File: src/rtl/jk_cmd_driver_if.sv
// Command handshake bundle between an upstream op source and jk_cmd_driver.
// The master presents cmd_valid/cmd_op; the slave answers with cmd_ready.
interface jk_cmd_driver_if;
    logic       cmd_valid;
    logic [1:0] cmd_op;
    logic       cmd_ready;

    modport master (
        output cmd_valid,
        output cmd_op,
        input  cmd_ready
    );

    modport slave (
        input  cmd_valid,
        input  cmd_op,
        output cmd_ready
    );
endinterface

File: src/rtl/jk_cmd_driver.sv
// jk_cmd_driver: sequences 2-bit JK ops into a downstream jk_ff and checks
// the read-back q against a shadow model. Flow: IDLE -> DRIVE -> SETTLE -> CHECK.
// Optional macro JK_QBAR_CHECK_EN: also flag a mismatch when qbar_in is not ~q_in.
module jk_cmd_driver #(
    parameter int unsigned SETTLE_CYC = 1,
    parameter int unsigned CNT_W      = 8
) (
    input  logic                 clk,
    input  logic                 rst,
    jk_cmd_driver_if.slave       cmd,
    output logic                 j,
    output logic                 k,
    input  logic                 q_in,
    input  logic                 qbar_in,
    output logic                 done,
    output logic                 q_sampled,
    output logic                 mismatch,
    output logic [CNT_W-1:0]     op_cnt,
    output logic [CNT_W-1:0]     err_cnt
);

    typedef enum logic [1:0] {
        StIdle,
        StDrive,
        StSettle,
        StCheck
    } state_e;

    localparam logic [3:0]       SettleLast = 4'(SETTLE_CYC - 1);
    localparam logic [CNT_W-1:0] CntMax     = {CNT_W{1'b1}};

    state_e           state_q, state_d;
    logic [1:0]       op_q, op_d;
    logic             j_q, j_d;
    logic             k_q, k_d;
    logic             done_q, done_d;
    logic             mm_q, mm_d;
    logic             qs_q, qs_d;
    logic             exp_q, exp_d;
    logic [3:0]       cnt_q, cnt_d;
    logic [CNT_W-1:0] op_cnt_q, op_cnt_d;
    logic [CNT_W-1:0] err_cnt_q, err_cnt_d;

    logic             nxt_exp;
    logic             chk_fail;

    // Shadow model: expected q after the latched op has been applied.
    always_comb begin
        nxt_exp = exp_q;
        unique case (op_q)
            2'b00:   nxt_exp = exp_q;
            2'b01:   nxt_exp = 1'b0;
            2'b10:   nxt_exp = 1'b1;
            2'b11:   nxt_exp = ~exp_q;
            default: nxt_exp = exp_q;
        endcase
    end

`ifdef JK_QBAR_CHECK_EN
    // Complementary-output check folded into the same mismatch flag.
    assign chk_fail = (q_in != nxt_exp) || (qbar_in == q_in);
`else
    // qbar_in kept on the port list for a stable interface only.
    logic unused_qbar;
    assign unused_qbar = qbar_in;
    assign chk_fail    = (q_in != nxt_exp);
`endif

    // Next-state and registered-output computation for the sequencer.
    always_comb begin
        state_d   = state_q;
        op_d      = op_q;
        j_d       = 1'b0;
        k_d       = 1'b0;
        done_d    = 1'b0;
        mm_d      = 1'b0;
        qs_d      = qs_q;
        exp_d     = exp_q;
        cnt_d     = cnt_q;
        op_cnt_d  = op_cnt_q;
        err_cnt_d = err_cnt_q;
        unique case (state_q)
            StIdle: begin
                // cmd_ready is high in this state, so valid alone is an accept.
                if (cmd.cmd_valid) begin
                    op_d    = cmd.cmd_op;
                    j_d     = cmd.cmd_op[1];
                    k_d     = cmd.cmd_op[0];
                    state_d = StDrive;
                end
            end
            StDrive: begin
                cnt_d   = 4'd0;
                state_d = StSettle;
            end
            StSettle: begin
                if (cnt_q == SettleLast) begin
                    // Sample at the edge entering CHECK so done/mismatch/q_sampled
                    // and the counters are all visible together during CHECK.
                    state_d  = StCheck;
                    cnt_d    = 4'd0;
                    done_d   = 1'b1;
                    mm_d     = chk_fail;
                    qs_d     = q_in;
                    exp_d    = q_in;  // resync so one fault yields one mismatch
                    op_cnt_d = (op_cnt_q == CntMax) ? op_cnt_q : op_cnt_q + CNT_W'(1);
                    if (chk_fail) begin
                        err_cnt_d = (err_cnt_q == CntMax) ? err_cnt_q
                                                          : err_cnt_q + CNT_W'(1);
                    end
                end else begin
                    cnt_d = cnt_q + 4'd1;
                end
            end
            StCheck: begin
                state_d = StIdle;
            end
            default: begin
                state_d = StIdle;
            end
        endcase
    end

    // State register with synchronous reset that overrides every transition.
    always_ff @(posedge clk) begin
        if (rst) begin
            state_q   <= StIdle;
            op_q      <= 2'b00;
            j_q       <= 1'b0;
            k_q       <= 1'b0;
            done_q    <= 1'b0;
            mm_q      <= 1'b0;
            qs_q      <= 1'b0;
            exp_q     <= 1'b0;
            cnt_q     <= 4'd0;
            op_cnt_q  <= '0;
            err_cnt_q <= '0;
        end else begin
            state_q   <= state_d;
            op_q      <= op_d;
            j_q       <= j_d;
            k_q       <= k_d;
            done_q    <= done_d;
            mm_q      <= mm_d;
            qs_q      <= qs_d;
            exp_q     <= exp_d;
            cnt_q     <= cnt_d;
            op_cnt_q  <= op_cnt_d;
            err_cnt_q <= err_cnt_d;
        end
    end

    assign cmd.cmd_ready = (state_q == StIdle);
    assign j             = j_q;
    assign k             = k_q;
    assign done          = done_q;
    assign mismatch      = mm_q;
    assign q_sampled     = qs_q;
    assign op_cnt        = op_cnt_q;
    assign err_cnt       = err_cnt_q;

endmodule

File: src/flat_wrapper.sv
// flat-port wrapper written by rule: the top's interface ports become plain ports
module jk_cmd_driver_flat 
#(
    parameter int unsigned SETTLE_CYC = 1,
    parameter int unsigned CNT_W      = 8
)
  (clk, rst, j, k, q_in, qbar_in, done, q_sampled, mismatch, op_cnt, err_cnt, cmd_cmd_valid, cmd_cmd_op, cmd_cmd_ready);
  jk_cmd_driver_if cmd_i ();
  input  logic clk;
  input  logic rst;
  output logic j;
  output logic k;
  input  logic q_in;
  input  logic qbar_in;
  output logic done;
  output logic q_sampled;
  output logic mismatch;
  output logic [CNT_W-1:0] op_cnt;
  output logic [CNT_W-1:0] err_cnt;
  input wire logic [$bits(cmd_i.cmd_valid)-1:0] cmd_cmd_valid;
  input wire logic [$bits(cmd_i.cmd_op)-1:0] cmd_cmd_op;
  output wire logic [$bits(cmd_i.cmd_ready)-1:0] cmd_cmd_ready;
  assign cmd_i.cmd_valid = cmd_cmd_valid;
  assign cmd_i.cmd_op = cmd_cmd_op;
  assign cmd_cmd_ready = cmd_i.cmd_ready;
  jk_cmd_driver #(.SETTLE_CYC(SETTLE_CYC), .CNT_W(CNT_W)) u_core (.clk(clk), .rst(rst), .cmd(cmd_i), .j(j), .k(k), .q_in(q_in), .qbar_in(qbar_in), .done(done), .q_sampled(q_sampled), .mismatch(mismatch), .op_cnt(op_cnt), .err_cnt(err_cnt));
endmodule
File: config.mk
export PLATFORM = sky130hd
export DESIGN_NAME = jk_cmd_driver_flat
export DESIGN_NICKNAME = d
export VERILOG_FILES = /design/src/rtl/jk_cmd_driver_if.sv /design/src/rtl/jk_cmd_driver.sv /design/src/flat_wrapper.sv
export SDC_FILE = /design/constraint.sdc
export NUM_CORES = 1
export LEC_CHECK = 0
export CAP_MARGIN = 20
export CORE_UTILIZATION = 49
export DETAILED_ROUTE_END_ITERATION = 6
export GPL_ROUTABILITY_DRIVEN = 0
export MAX_ROUTING_LAYER = met4
export PLACE_DENSITY = 0.84
export SLEW_MARGIN = 20
export SYNTH_ARGS = -nofsm -noshare
export SYNTH_HDL_FRONTEND = slang
export SYNTH_SLANG_ARGS = --single-unit
File: constraint.sdc
create_clock -name clk -period 2.05 [get_ports clk]
set_input_delay 0.41 -clock clk [delete_from_list [all_inputs] [get_ports clk]]
set_output_delay 0.41 -clock clk [all_outputs]
set_load 0.005 [all_outputs]
# [Word-level counts from Yosys, hierarchy flattened]
# Cells that the tools add are included.
[word_totals] register_bits=29 input_bits=7 word_cells=50
[classes] addsub=3 eq_ne=11 muxes=7 n_bitwise=7 n_reduce_logical=12
[ops] cell="adder 8 x 1 -> 8 bit, second input constant" n=2
[ops] cell="== test 8 bit, second input constant" n=2
[ops] cell="== test 2 bit, second input constant" n=4
[ops] cell="case mux 2 bit (4 select lines)" n=1
[ops] cell="case mux 4 bit (2 select lines)" n=1
[ops] cell="inverter 1 bit" n=7
[ops] cell="AND reduction 2 bit" n=3
[ops] cell="OR reduction 3 bit" n=2
[ops] cell="adder 4 x 1 -> 4 bit, second input constant" n=1
[ops] cell="== test 2 x 1 -> 1 bit, second input constant" n=2
[ops] cell="zero test 2 bit" n=2
[ops] cell="zero test 4 bit" n=1
[ops] cell="two-way mux 2 bit" n=2
[ops] cell="two-way mux 4 bit" n=1
[ops] cell="case mux 1 bit (4 select lines)" n=1
[ops] cell="AND reduction 4 bit" n=1
[ops] cell="AND reduction 3 bit" n=1
[ops] cell="inequality test 2 x 1 -> 1 bit, second input constant" n=1
[ops] cell="inequality test 2 bit, second input constant" n=1
[ops] cell="nonzero test 2 bit" n=1
[ops] cell="OR reduction 2 bit" n=1
[ops] cell="two-way mux 1 bit" n=1
[ops] cell="inequality test 1 bit" n=1

# [Longest topological paths before layout]
[logic_depth] ltp_word=4 ltp_mapped=7 mapped_depth_nobuf=7

# [Worst setup path before layout]
# No wires, ideal clock.
[synth_path] path_kind="register -> register" start="register u_core.state_q[0]" end="register u_core.err_cnt_q[6], in the netlist u_core.err_cnt[6]" setup_ns=0.121 arrival_time_ns=1.555 required_ns=1.929 path_slack_ns=0.374 stages_incl_launch_ff=8 path_cell_list="dfxtp_1 > inv_1 > ha_1 > and4bb_4 > o21ai_2 > buf_4 > nor3_1 > mux2_2"
[synth_via] elab_chain_len=2
[synth_rtl] element="start: declaration" line_no="jk_cmd_driver.sv:32" text="state_e state_q, state_d;"
[synth_rtl] element="start signal: assignment" line_no="jk_cmd_driver.sv:127" text="state_q <= StIdle;"
[synth_rtl] element="start signal: assignment" line_no="jk_cmd_driver.sv:139" text="state_q <= state_d;"
[synth_rtl] element="== test 2 bit" line_no="jk_cmd_driver.sv:82" text="unique case (state_q)"
[synth_rtl] element="AND reduction 4 bit (no line)"
[synth_rtl] element="end signal: assignment" line_no="jk_cmd_driver.sv:149" text="err_cnt_q <= err_cnt_d;"
[synth_rtl] element="end: declaration" line_no="jk_cmd_driver.sv:42" text="logic [CNT_W-1:0] err_cnt_q, err_cnt_d;"
# No other way between the ends.
# A chain may end at the register's enable or synchronous reset.

# [Final worst setup path]
[layout_path] start="register u_core.state_q[0]" end="output cmd_cmd_ready"
[layout_via] elab_chain_len=1
[layout_rtl] element="zero test 2 bit" line_no="jk_cmd_driver.sv:153" text="assign cmd.cmd_ready = (state_q == StIdle);"
[layout_rtl] element="end: declaration" line_no="flat_wrapper.sv:22" text="output wire logic [$bits(cmd_i.cmd_ready)-1:0] cmd_cmd_ready;"
# No other way between the ends.

==> results.txt <==
- Compound-cell area share of the yosys netlist: 0.113
- Buffers inserted during post-CTS setup optimization: 0
- Violation count after the first detailed-routing iteration: 24
* Residual overflow from global routing: 0
- Total number of vias: 1193
- Area fraction in and, or, nand and nor cells after synthesis: 0.278
- Clock tree from TritonCTS: built
* Number of cells in the design after placement: 212
- After synthesis, the largest family of logic cells by area is simple AND/OR/NAND/NOR gates.
- Die Area: 0.00295 sq mm
- DR pass1 iterations: 4
- For the pin with the worst max-slew slack, the measured transition is 0.464 ns.
- Final hold vios: 0
* TritonCTS sink count: 29
- Most used cells in the layout excluding fill and tap cells: 29 x sky130_fd_sc_hd__dfxtp_1, 27 x sky130_fd_sc_hd__clkdlybuf4s50_1, 19 x sky130_fd_sc_hd__nor2_1, 15 x sky130_fd_sc_hd__nand2_1, 14 x sky130_fd_sc_hd__a21oi_1
* Die boundary width: 54.3 um
- The setup path with the least slack is of type register to primary output.
- After detailed routing, the number of vias per cell comes to 5.42.
* Cell area after synthesis: 0.00134 sq mm
- Critical-path cell list: inv_1 > ha_1 > clkdlybuf4s50_1
- Of all nets on the critical path, the largest fanout is 6.
- Post-synthesis mux area share: 0.0243
- Setup slack closes at 0.121 ns.
- Worst clock skew on the final layout: 0.00989 ns
- Dividing the detail-routed wire length by the instance count gives 12.4 um.
- IO Port Bufs: 27
- Min cycle time layout: 1.93 ns
- Among all flip-flop cells after synthesis, the most frequent one is sky130_fd_sc_hd__dfxtp_1.
- Gate family responsible for the most delay along the worst path: buffers and inverters
* Post-Place Setup Slack: 0.0214 ns
- Crit path max-delay cell type: sky130_fd_sc_hd__clkdlybuf4s50_1
* Status: finished clean
- GRT Overall Usage: 0.220
- The share of the Yosys chip area taken by registers is 0.434.
- Final core occ: 0.678
- During synthesis, Yosys emitted a total of 0 warnings.
- Counting both buffers and inverters, the worst setup path holds a total of 2.
- Number of buffers between clock root and the deepest sink: 2
- Clock slew seen by the registers of the worst setup and hold paths: 0.09 ns
* H-tree Lvls: 2
* Parity-gate share of the synthesized area counting xor and xnor cells: 0.0589
- In this run, CTS created clock tree buffers numbering 5.
- Synthesized instance count: 156
- I/O pin count: 29
- Number of antenna violations at the first check in global routing: 0
* Number of pins exceeding their max-slew limit in the final report: 0
- Counting the fill cells in the layout gives 209.
* Number of synthesized flops with an enable pin: 0
- Once detail routing completed, the nets flagged for antenna violations numbered 0.
- The library cell used most frequently in the layout, excluding fill and tap cells, is sky130_fd_sc_hd__dfxtp_1.
- For the worst setup path, the data required time is 1.64 ns.
- Number of global-route vias before repair: 1063
* Synth Area per Inst: 8.58 sq um
- Pin count of the biggest net entering global routing: 15
* Root buffer cell: sky130_fd_sc_hd__clkbuf_4
- Of the total synthesized cell area, the portion taken by full adders, half adders and majority gates is 0.0561.
- In the final design database the tool counted 202 nets.
- The path class of the tightest hold or removal check is register to register.
* Synthesized Nets: 169
- Crit end category: primary output
- Fraction of final layout cells with drive strength greater than 1: 0.0947
- Final period utilization: 0.941
- Peak VDD IR: 0.000791 V
- Register bit count reported by yosys: 29
- The number of different library cells used by synthesis comes to 33.
- STA classifies the critical path startpoint as a register.
- Number of max-capacitance violations reported: 0
* Number of setup violations in the final report: 0
- In this run, post-CTS hold repair placed 0 buffers.
- Antenna diode count: 0
* Standard-cell rows: 18
- Setup repair after global routing left no endpoint under its margin.
* Leakage component of the power: 0.604 nW
- STA puts the critical path data arrival time at 1.52 ns.
- Ys async rst share: 0
- The first global-routing pass estimated 4260 um of wire.
- Total Wirelength: 2740 um
- Area overhead of the layout relative to synthesis: 27.7%
- On the final layout, the worst hold slack is 0.472 ns.
- Detailed placer's ending HPWL: 2050 um
* Initial Utilization: 0.531
- For this run, design rule violations remaining after detail routing come to 0.
- Vertical die dimension: 54.3 um
* Total of cells resized after clock tree synthesis: 0
* Slew headroom: 0.689
- Stage delay of the slowest cell on the critical path: 0.53 ns
- Final Non-Filler Cells: 220
* Clock network latency to the later pin of the worst-skew pair: 0.35 ns
* Setup TNS Final: 0 ns
- Power Density: 891 mW/mm^2
* Maximum operating frequency: 518 MHz
- Area of the core: 0.00252 sq mm
flip-flops by register name, indices dropped and copies added (netlist names):
signal,cells
u_core.cnt_q,4
u_core.done,1
u_core.err_cnt,8
u_core.j,1
u_core.k,1
u_core.mismatch,1
u_core.op_cnt,8
u_core.op_q,2
u_core.q_sampled,1
u_core.state_q,2
worst paths after layout:
| check | slack [ns] | cells past startpoint | from | endpoint |
|---|---|---|---|---|
| hold reg to reg | 0.47 | 2 | u_core.op_q[1]$_SDFFE_PP0P_ | u_core.op_q[1]$_SDFFE_PP0P_ |
| setup / recovery | 0.12 | 3 | u_core.state_q[0]$_SDFFE_PP0P_ | cmd_cmd_ready |
| hold / removal | 0.47 | 2 | u_core.op_q[1]$_SDFFE_PP0P_ | u_core.op_q[1]$_SDFFE_PP0P_ |
| setup reg to reg | 0.27 | 6 | u_core.cnt_q[0]$_SDFFE_PP0P_ | u_core.err_cnt[5]$_SDFFE_PP0P_ |
synthesized netlist by cell type, drive strengths merged (3+ instances only):
cell type  instances  area (sq um)
nand4              3          18.8
o21ai              5          28.8
inv                7          26.3
xnor2              5          43.8
a21oi             14          70.1
dfxtp             29           581
nand3             11          55.1
nand2             15          56.3
o21a               3          22.5
nor2              19          71.3
ha                 6          75.1
xor2               4          35.0
or3                3          18.8
buf                3          15.0
o31ai              3          22.5
nor3               8          45.0
through the flow:
| step | area (sq um) | power (mW) |
|---|---|---|
| floorplan | 1340 | 1.02 |
| global placement | 1650 | 1.17 |
| detailed placement | 1650 | 1.19 |
| CTS | 1710 | 1.53 |
| global route | 1710 | 1.62 |
| finish | 1710 | 1.52 |
layout make-up:
type | instances | area, sq um | area share
multi-input cells | 115 | 709 | 0.415
flip-flops and latches | 29 | 581 | 0.340
repair buffers | 31 | 300 | 0.176
clock buffers | 5 | 37.5 | 0.0220
well taps | 30 | 37.5 | 0.0220
inverters | 7 | 26.3 | 0.0154
clock inverters | 3 | 17.5 | 0.0102
power breakdown:
group,internal [mW],switching [mW]
Combinational,0.253,0.258
Sequential,0.625,0.0446
Clock,0.129,0.214
Total,1.01,0.516
worst reg2reg max path: cells and delay by family, from the launching register on:
kind	cells	cell delay, ns
compound gates	1	0.10
mux	1	0.37
simple gates	2	0.58
fa+ha+maj	1	0.19
buf+inv	1	0.08
flops	1	0.36
per-layer routing:
| metal | up-vias | wire length, um | part of all wire | track usage |
|---|---|---|---|---|
| li1 | 604 | - | - | - |
| met1 | 559 | 1180 | 0.43 | 0.228 |
| met2 | 20 | 1360 | 0.50 | 0.350 |
| met3 | 10 | 99 | 0.036 | 0.0583 |
| met4 | 0 | 93 | 0.034 | 0.175 |
| met5 | - | 0 | 0 | - |
cell families (layout without fill, tap and decap cells):
| logic type | after synthesis | count (layout) |
|---|---|---|
| AND/OR/NAND/NOR | 71 | 71 |
| flip-flops | 29 | 29 |
| AO/OA/AOI/OAI | 26 | 26 |
| buffers and inverters | 12 | 46 |
| XOR/XNOR | 9 | 9 |
| adder cells (fa/ha/maj) | 6 | 6 |
| multiplexers | 3 | 3 |
Note: power is estimated with default switching activity, not from simulation.
